### src/rtl/hash_job_arbiter_pkg.sv
// hash_job_arbiter_pkg
//   Shared definitions for the hash job arbiter: field widths of the
//   nonce-search engine interface and the scheduler state encoding.
//   No ports (package).
package hash_job_arbiter_pkg;

  localparam int PAYLOAD_W = 96;
  localparam int TARGET_W  = 8;
  localparam int NONCE_W   = 32;
  localparam int HASH_W    = 24;

  typedef enum logic [1:0] {
    ST_IDLE = 2'd0,
    ST_RUN  = 2'd1,
    ST_RESP = 2'd2
  } state_t;

endpackage

### src/rtl/hash_job_arbiter_rr_arbiter.sv
// rr_arbiter
//   Combinational round-robin arbiter: grants the first asserted request at
//   or after ptr, wrapping modulo NREQ. The pointer register lives outside.
// Ports:
//   req   in  NREQ           request vector
//   ptr   in  clog2(NREQ)    highest-priority index this cycle
//   grant out NREQ           one-hot grant, zero when no request
module rr_arbiter
  import hash_job_arbiter_pkg::*;
#(
  parameter int NREQ = 4
) (
  input  logic [NREQ-1:0]         req,
  input  logic [$clog2(NREQ)-1:0] ptr,
  output logic [NREQ-1:0]         grant
);

  localparam int PW = $clog2(NREQ);
  // one extra bit so ptr + i cannot overflow before the modulo fold
  localparam logic [PW:0] NREQ_X = (PW+1)'(NREQ);

  logic [PW:0] pos;
  logic        found;

  // scan NREQ positions starting at ptr; first hit wins
  always_comb begin
    grant = '0;
    found = 1'b0;
    pos   = '0;
    for (int i = 0; i < NREQ; i++) begin
      pos = {1'b0, ptr} + (PW+1)'(i);
      if (pos >= NREQ_X) begin
        pos = pos - NREQ_X;
      end else begin
        pos = pos;
      end
      if (!found && req[pos[PW-1:0]]) begin
        grant[pos[PW-1:0]] = 1'b1;
        found              = 1'b1;
      end else begin
        found = found;
      end
    end
  end

endmodule

### src/rtl/hash_job_arbiter.sv
// hash_job_arbiter
//   Shares one nonce-search engine among NREQ requesters. One job at a time:
//   IDLE arbitrates round-robin and latches the job, RUN keeps the engine
//   active under a cycle watchdog, RESP presents the result to the owner
//   until it acknowledges.
// Ports:
//   clk, rst_n                 clock, synchronous active-low reset
//   req_valid/req_ready  NREQ  job request handshake (ready only in IDLE)
//   req_payload  96*NREQ       payload, requester i at [96i+95:96i]
//   req_target   8*NREQ        target, requester i at [8i+7:8i]
//   rsp_valid/rsp_ack    NREQ  result handshake, one-hot to owner
//   rsp_nonce/rsp_hash         result data (zero on timeout)
//   rsp_timeout                watchdog expired
//   eng_payload/eng_target/eng_active   to engine
//   eng_terminado/eng_nonce/eng_hash    from engine
module hash_job_arbiter
  import hash_job_arbiter_pkg::*;
#(
  parameter int NREQ    = 4,
  parameter int TIMEOUT = 1048576
) (
  input  logic                      clk,
  input  logic                      rst_n,
  input  logic [NREQ-1:0]           req_valid,
  output logic [NREQ-1:0]           req_ready,
  input  logic [PAYLOAD_W*NREQ-1:0] req_payload,
  input  logic [TARGET_W*NREQ-1:0]  req_target,
  output logic [NREQ-1:0]           rsp_valid,
  input  logic [NREQ-1:0]           rsp_ack,
  output logic [NONCE_W-1:0]        rsp_nonce,
  output logic [HASH_W-1:0]         rsp_hash,
  output logic                      rsp_timeout,
  output logic [PAYLOAD_W-1:0]      eng_payload,
  output logic [TARGET_W-1:0]       eng_target,
  output logic                      eng_active,
  input  logic                      eng_terminado,
  input  logic [NONCE_W-1:0]        eng_nonce,
  input  logic [HASH_W-1:0]         eng_hash
);

  localparam int PW  = $clog2(NREQ);
  localparam int WDW = $clog2(TIMEOUT);
  localparam logic [WDW-1:0] WD_LAST  = WDW'(TIMEOUT - 1);
  localparam logic [PW-1:0]  PTR_LAST = PW'(NREQ - 1);

  state_t                 state_r, state_s;
  logic [PW-1:0]          rr_ptr_r, rr_ptr_s;
  logic [PW-1:0]          owner_r, owner_s;
  logic [WDW-1:0]         wd_r, wd_s;
  logic [NREQ-1:0]        grant_s;
  logic [PW-1:0]          grant_idx_s;
  logic [PAYLOAD_W-1:0]   payload_sel_s;
  logic [TARGET_W-1:0]    target_sel_s;
  logic [NREQ-1:0]        owner_oh_s;

  logic [PAYLOAD_W-1:0]   eng_payload_s;
  logic [TARGET_W-1:0]    eng_target_s;
  logic                   eng_active_s;
  logic [NREQ-1:0]        rsp_valid_s;
  logic [NONCE_W-1:0]     rsp_nonce_s;
  logic [HASH_W-1:0]      rsp_hash_s;
  logic                   rsp_timeout_s;

  rr_arbiter #(.NREQ(NREQ)) u_rr (
    .req   (req_valid),
    .ptr   (rr_ptr_r),
    .grant (grant_s)
  );

  // encode the one-hot grant and mux the granted requester's job data
  always_comb begin
    grant_idx_s   = '0;
    payload_sel_s = '0;
    target_sel_s  = '0;
    for (int i = 0; i < NREQ; i++) begin
      if (grant_s[i]) begin
        grant_idx_s   = PW'(i);
        payload_sel_s = req_payload[i*PAYLOAD_W +: PAYLOAD_W];
        target_sel_s  = req_target[i*TARGET_W +: TARGET_W];
      end else begin
        grant_idx_s = grant_idx_s;
      end
    end
  end

  assign owner_oh_s = {{(NREQ-1){1'b0}}, 1'b1} << owner_r;

  // next-state and next-output logic for the job scheduler
  always_comb begin
    state_s       = state_r;
    rr_ptr_s      = rr_ptr_r;
    owner_s       = owner_r;
    wd_s          = wd_r;
    eng_payload_s = eng_payload;
    eng_target_s  = eng_target;
    eng_active_s  = eng_active;
    rsp_valid_s   = rsp_valid;
    rsp_nonce_s   = rsp_nonce;
    rsp_hash_s    = rsp_hash;
    rsp_timeout_s = rsp_timeout;
    req_ready     = '0;
    case (state_r)
      ST_IDLE: begin
        req_ready = grant_s;
        // a grant always implies a transfer since ready mirrors the grant
        if (|grant_s) begin
          eng_payload_s = payload_sel_s;
          eng_target_s  = target_sel_s;
          owner_s       = grant_idx_s;
          wd_s          = '0;
          eng_active_s  = 1'b1;
          state_s       = ST_RUN;
        end else begin
          eng_active_s = 1'b0;
        end
      end
      ST_RUN: begin
        // terminado is checked first so it wins over a same-cycle expiry
        if (eng_terminado) begin
          rsp_nonce_s   = eng_nonce;
          rsp_hash_s    = eng_hash;
          rsp_timeout_s = 1'b0;
          rsp_valid_s   = owner_oh_s;
          eng_active_s  = 1'b0;
          state_s       = ST_RESP;
        end else if (wd_r == WD_LAST) begin
          rsp_nonce_s   = '0;
          rsp_hash_s    = '0;
          rsp_timeout_s = 1'b1;
          rsp_valid_s   = owner_oh_s;
          eng_active_s  = 1'b0;
          state_s       = ST_RESP;
        end else begin
          wd_s = wd_r + WDW'(1);
        end
      end
      ST_RESP: begin
        if (rsp_ack[owner_r]) begin
          rsp_valid_s = '0;
          if (owner_r == PTR_LAST) begin
            rr_ptr_s = '0;
          end else begin
            rr_ptr_s = owner_r + PW'(1);
          end
          state_s = ST_IDLE;
        end else begin
          rsp_valid_s = rsp_valid;
        end
      end
      default: begin
        state_s      = ST_IDLE;
        eng_active_s = 1'b0;
        rsp_valid_s  = '0;
      end
    endcase
  end

  // state and output registers with synchronous reset
  always_ff @(posedge clk) begin
    if (!rst_n) begin
      state_r     <= ST_IDLE;
      rr_ptr_r    <= '0;
      owner_r     <= '0;
      wd_r        <= '0;
      eng_payload <= '0;
      eng_target  <= '0;
      eng_active  <= 1'b0;
      rsp_valid   <= '0;
      rsp_nonce   <= '0;
      rsp_hash    <= '0;
      rsp_timeout <= 1'b0;
    end else begin
      state_r     <= state_s;
      rr_ptr_r    <= rr_ptr_s;
      owner_r     <= owner_s;
      wd_r        <= wd_s;
      eng_payload <= eng_payload_s;
      eng_target  <= eng_target_s;
      eng_active  <= eng_active_s;
      rsp_valid   <= rsp_valid_s;
      rsp_nonce   <= rsp_nonce_s;
      rsp_hash    <= rsp_hash_s;
      rsp_timeout <= rsp_timeout_s;
    end
  end

endmodule

### config.mk
export PLATFORM = sky130hd
export DESIGN_NAME = hash_job_arbiter
export DESIGN_NICKNAME = d
export VERILOG_FILES = /design/src/rtl/hash_job_arbiter_pkg.sv /design/src/rtl/hash_job_arbiter_rr_arbiter.sv /design/src/rtl/hash_job_arbiter.sv
export SDC_FILE = /design/constraint.sdc
export NUM_CORES = 1
export LEC_CHECK = 0
export BUFFER_PORTS_ARGS = -buffer_cell sky130_fd_sc_hd__buf_2
export CAP_MARGIN = 20
export CELL_PAD_IN_SITES_DETAIL_PLACEMENT = 2
export CELL_PAD_IN_SITES_GLOBAL_PLACEMENT = 2
export CORE_AREA = 4 4 250 252
export CTS_CLUSTER_DIAMETER = 80
export DETAILED_ROUTE_END_ITERATION = 8
export DIE_AREA = 0 0 254 256
export GPL_TIMING_DRIVEN = 0
export PLACE_DENSITY = 0.75
export REMOVE_ABC_BUFFERS = 1
export SKIP_LAST_GASP = 1
export SLEW_MARGIN = 20
export SYNTH_ARGS = -nofsm -noshare
export SYNTH_HDL_FRONTEND = slang
export SYNTH_SLANG_ARGS = --single-unit
### constraint.sdc
create_clock -name clk -period 3 [get_ports clk]
set_clock_uncertainty 0.1 [all_clocks]
set_input_delay 0.45 -clock clk [delete_from_list [all_inputs] [get_ports clk]]
set_output_delay 0.45 -clock clk [all_outputs]
set_load 0.005 [all_outputs]
==> metrics <==
MaxCap Viol Count=0; setup ws final=-0.466 ns; HP Start=req_payload[54]; Synth cell types=53; Primary FF master, synth=dfxtp_1; initial antenna violation count=15; number of synthesized flops with an enable pin=0; final worst path period share=116%; H-tree lvl count=4; internal power=9400 µW; Hold Crit Class=in -> reg; Iteration-0 DRC Markers=599; worst-case clock buffer depth=2; Clock Power Share=15.5%; asr flop ratio synth=0%; Combinational Power Share=60.5%; slowest stage cell, crit path=mux4_2; crit-path cells=clkinv_4 > ha_4 > mux4_2 > nand2b_4 > o21ai_4 > buf_6 > a221oi_4 > a41oi_4 > buf_6 > buf_12 > buf_16 > buf_16 > buf_16 > buf_6 > o21ai_2 > a31oi_1; die span in y=256 µm; switch share=41.6%; CTS Hold Bufs=0; Slew headroom=38.5%; Synth Register Bits=192; cell area after synthesis=9990 µm²; Switching Power=6690 µW; # IOs=653; most frequent cells in the layout=buf_2 (652), dfxtp_1 (190), nand3_1 (110), a21oi_1 (105), nand2_1 (103); share of post-route cells with drive strength above 1=51.0%; commonest non-fill, non-tap cell in the layout=buf_2; DIE WIDTH=254 µm; Final setup viols=132; Seq pwr share=24.0%; total design power=16100 µW; Routed Antenna Nets=0; required time of the critical path=3.27 ns; Synth Warn #=0; worst vdd ir=0.424 mV; vias in the first global route=14353; Port Buf Inserts=652; Residual DRC=0; clk slew on worst S/H paths=0.09 ns; std cell rows=90; worst slew pin tran=0.923 ns; Root Buffer=clkbuf_16; Filler cells=6944; Static Leak=0.00762 µW; average size of a mapped cell=8.05 µm²; via count=13593; CTS tree=yes; first-pass GRT wire length=96.0 mm; Num CTS Buffers=17; Die ar.=65000 µm²; status=complete, but fails checks; sequential area share after synthesis=38.5%; reg2reg start=rr_ptr_r[0]$_SDFFE_PN0P_; gpl congestion=0.827; fmax=0.289 GHz; Skew-Pair Late Insertion Delay=0.48 ns; grt total ovfl=0; Crit. End Element=register; fin nets=2457; dpl ws=-1.73 ns; Pwr Density=894 nW/µm²; hpwl dp=44.4 mm; Worst Setup SP=rr_ptr_r[0]$_SDFFE_PN0P_; Final Slew Violations=0; failing checks=setup timing; CP arrival=3.73 ns; gr usage total=19.7%; Crit Path Class=reg -> reg; synth-to-layout area growth=80.0%; final hold vios=0; unrepaired setup endpoints after global routing=true; DR vias/cell=4.91; largest net degree at the start of global routing=93; core area=60100 µm²; Total Wirelength=72.5 mm; Gate Count Post-Synth=1242; wire per inst=26.2 µm; Initial DRT Pass Iterations=5; Critical Path Fanout Max=8; Initial Util=16.6%; total negative slack=-47.43 ns; Largest stage delay, worst path=0.56 ns; Period minus WS final=3.47 ns; TritonCTS Sinks=192; Worst Setup Start Kind=register
-- metal layers --
layer,up-vias,part of all wire [%],global-route usage (%)
met3,100,6.5,5.12
met1,6787,38,22.4
met2,584,52,35.4
li1,6118,-,-
met5,-,0.029,0
met4,4,3.0,7.31
-- worst max-delay path: cells and delay by family, from the launching register on --
family	cells	cell delay (ns)
DFF	1	0.39
buffers and inverters	8	1.02
muxes	1	0.56
AOI/OAI and AO/OA	5	0.80
adders and majority gates	1	0.28
and+or+nand+nor	1	0.16
-- state kept, by name (all words and copies together), names as in the netlist --
| name | cells |
|---|---|
| eng_active | 1 |
| eng_target | 8 |
| rsp_timeout | 1 |
| state_r | 2 |
| owner_r | 2 |
| wd_r | 20 |
| rsp_valid | 4 |
| rsp_hash | 24 |
| rsp_nonce | 32 |
| eng_payload | 96 |
| rr_ptr_r | 2 |
-- repair_timing --
item | in CTS | in global routing
buffers inserted | 78 | 40
endpoints found under the setup margin | 189 | 193
gates cloned | 30 | 11
resized for setup | 192 | 172
pin swaps | 44 | 55
-- Yosys cell counts (5+ instances only) --
master	number	area share [%]
nor4_1	5	0.31
a31oi_1	104	6.5
buf_1	9	0.34
nand3_1	112	5.6
nor2_1	26	0.98
a22oi_1	60	4.5
o21ai_0	74	3.7
buf_2	43	2.2
a21oi_1	107	5.4
clkbuf_1	71	2.7
xnor2_1	12	1.1
ha_1	11	1.4
o21ai_1	36	1.8
dfxtp_1	192	38
inv_1	12	0.45
nor3_1	7	0.35
xor2_1	5	0.44
nand4_1	6	0.38
nand2_1	121	4.5
buf_6	5	0.56
o2bb2ai_1	104	9.1
nor2b_1	63	3.9
-- power groups by stage --
stage / clock (µW) / combinational [µW] / sequential, µW
global route: 2690 / 10300 / 3950
global placement: 0 / 3420 / 3270
floorplan: 0 / 2320 / 3610
detailed placement: 0 / 5770 / 3790
CTS: 2590 / 8600 / 3770
finish: 2490 / 9740 / 3860
-- kinds of logic after synthesis --
family | after synthesis | share of synthesized area, %
compound gates | 507 | 33.3
xor+xnor | 17 | 1.49
fa+ha+maj | 11 | 1.38
buf+inv | 144 | 6.44
flops | 192 | 38.5
mux | 4 | 0.776
simple gates | 367 | 18.1
-- metrics by stage --
stage	hold WS [ns]	cell area [µm²]	cells	util, %
4_1_cts	0.0539	16900	2720	28.0
3_3_place_gp	0.390	13600	2545	22.7
5_1_grt	0.0819	18000	2767	29.9
6_report	0.113	18000	2768	29.9
3_5_place_dp	0.417	14300	2582	23.8
2_1_floorplan	0.372	9400	1111	-
-- path summary, 6_finish.rpt --
path | end | slack (ns) | depth (start not counted)
setup / recovery | eng_payload[75]$_SDFFE_PN0P_ | -0.47 | 16
hold / removal | eng_payload[54]$_SDFFE_PN0P_ | 0.11 | 3
setup reg to reg | eng_payload[75]$_SDFFE_PN0P_ | -0.47 | 16
hold reg to reg | eng_payload[39]$_SDFFE_PN0P_ | 0.41 | 2
-- layout make-up --
| type | instances | area, µm² | share of cell area, % |
|---|---|---|---|
| flip-flops and latches | 192 | 3850 | 21.4 |
| clock inverters | 14 | 171 | 0.953 |
| diodes | 10 | 25.0 | 0.139 |
| repair buffers | 824 | 5910 | 32.9 |
| inverters | 13 | 53.8 | 0.299 |
| clock buffers | 18 | 429 | 2.39 |
| multi-input cells | 915 | 6570 | 36.5 |
| well taps | 782 | 978 | 5.44 |
No activity file was read; power rests on OpenSTA's default activity.
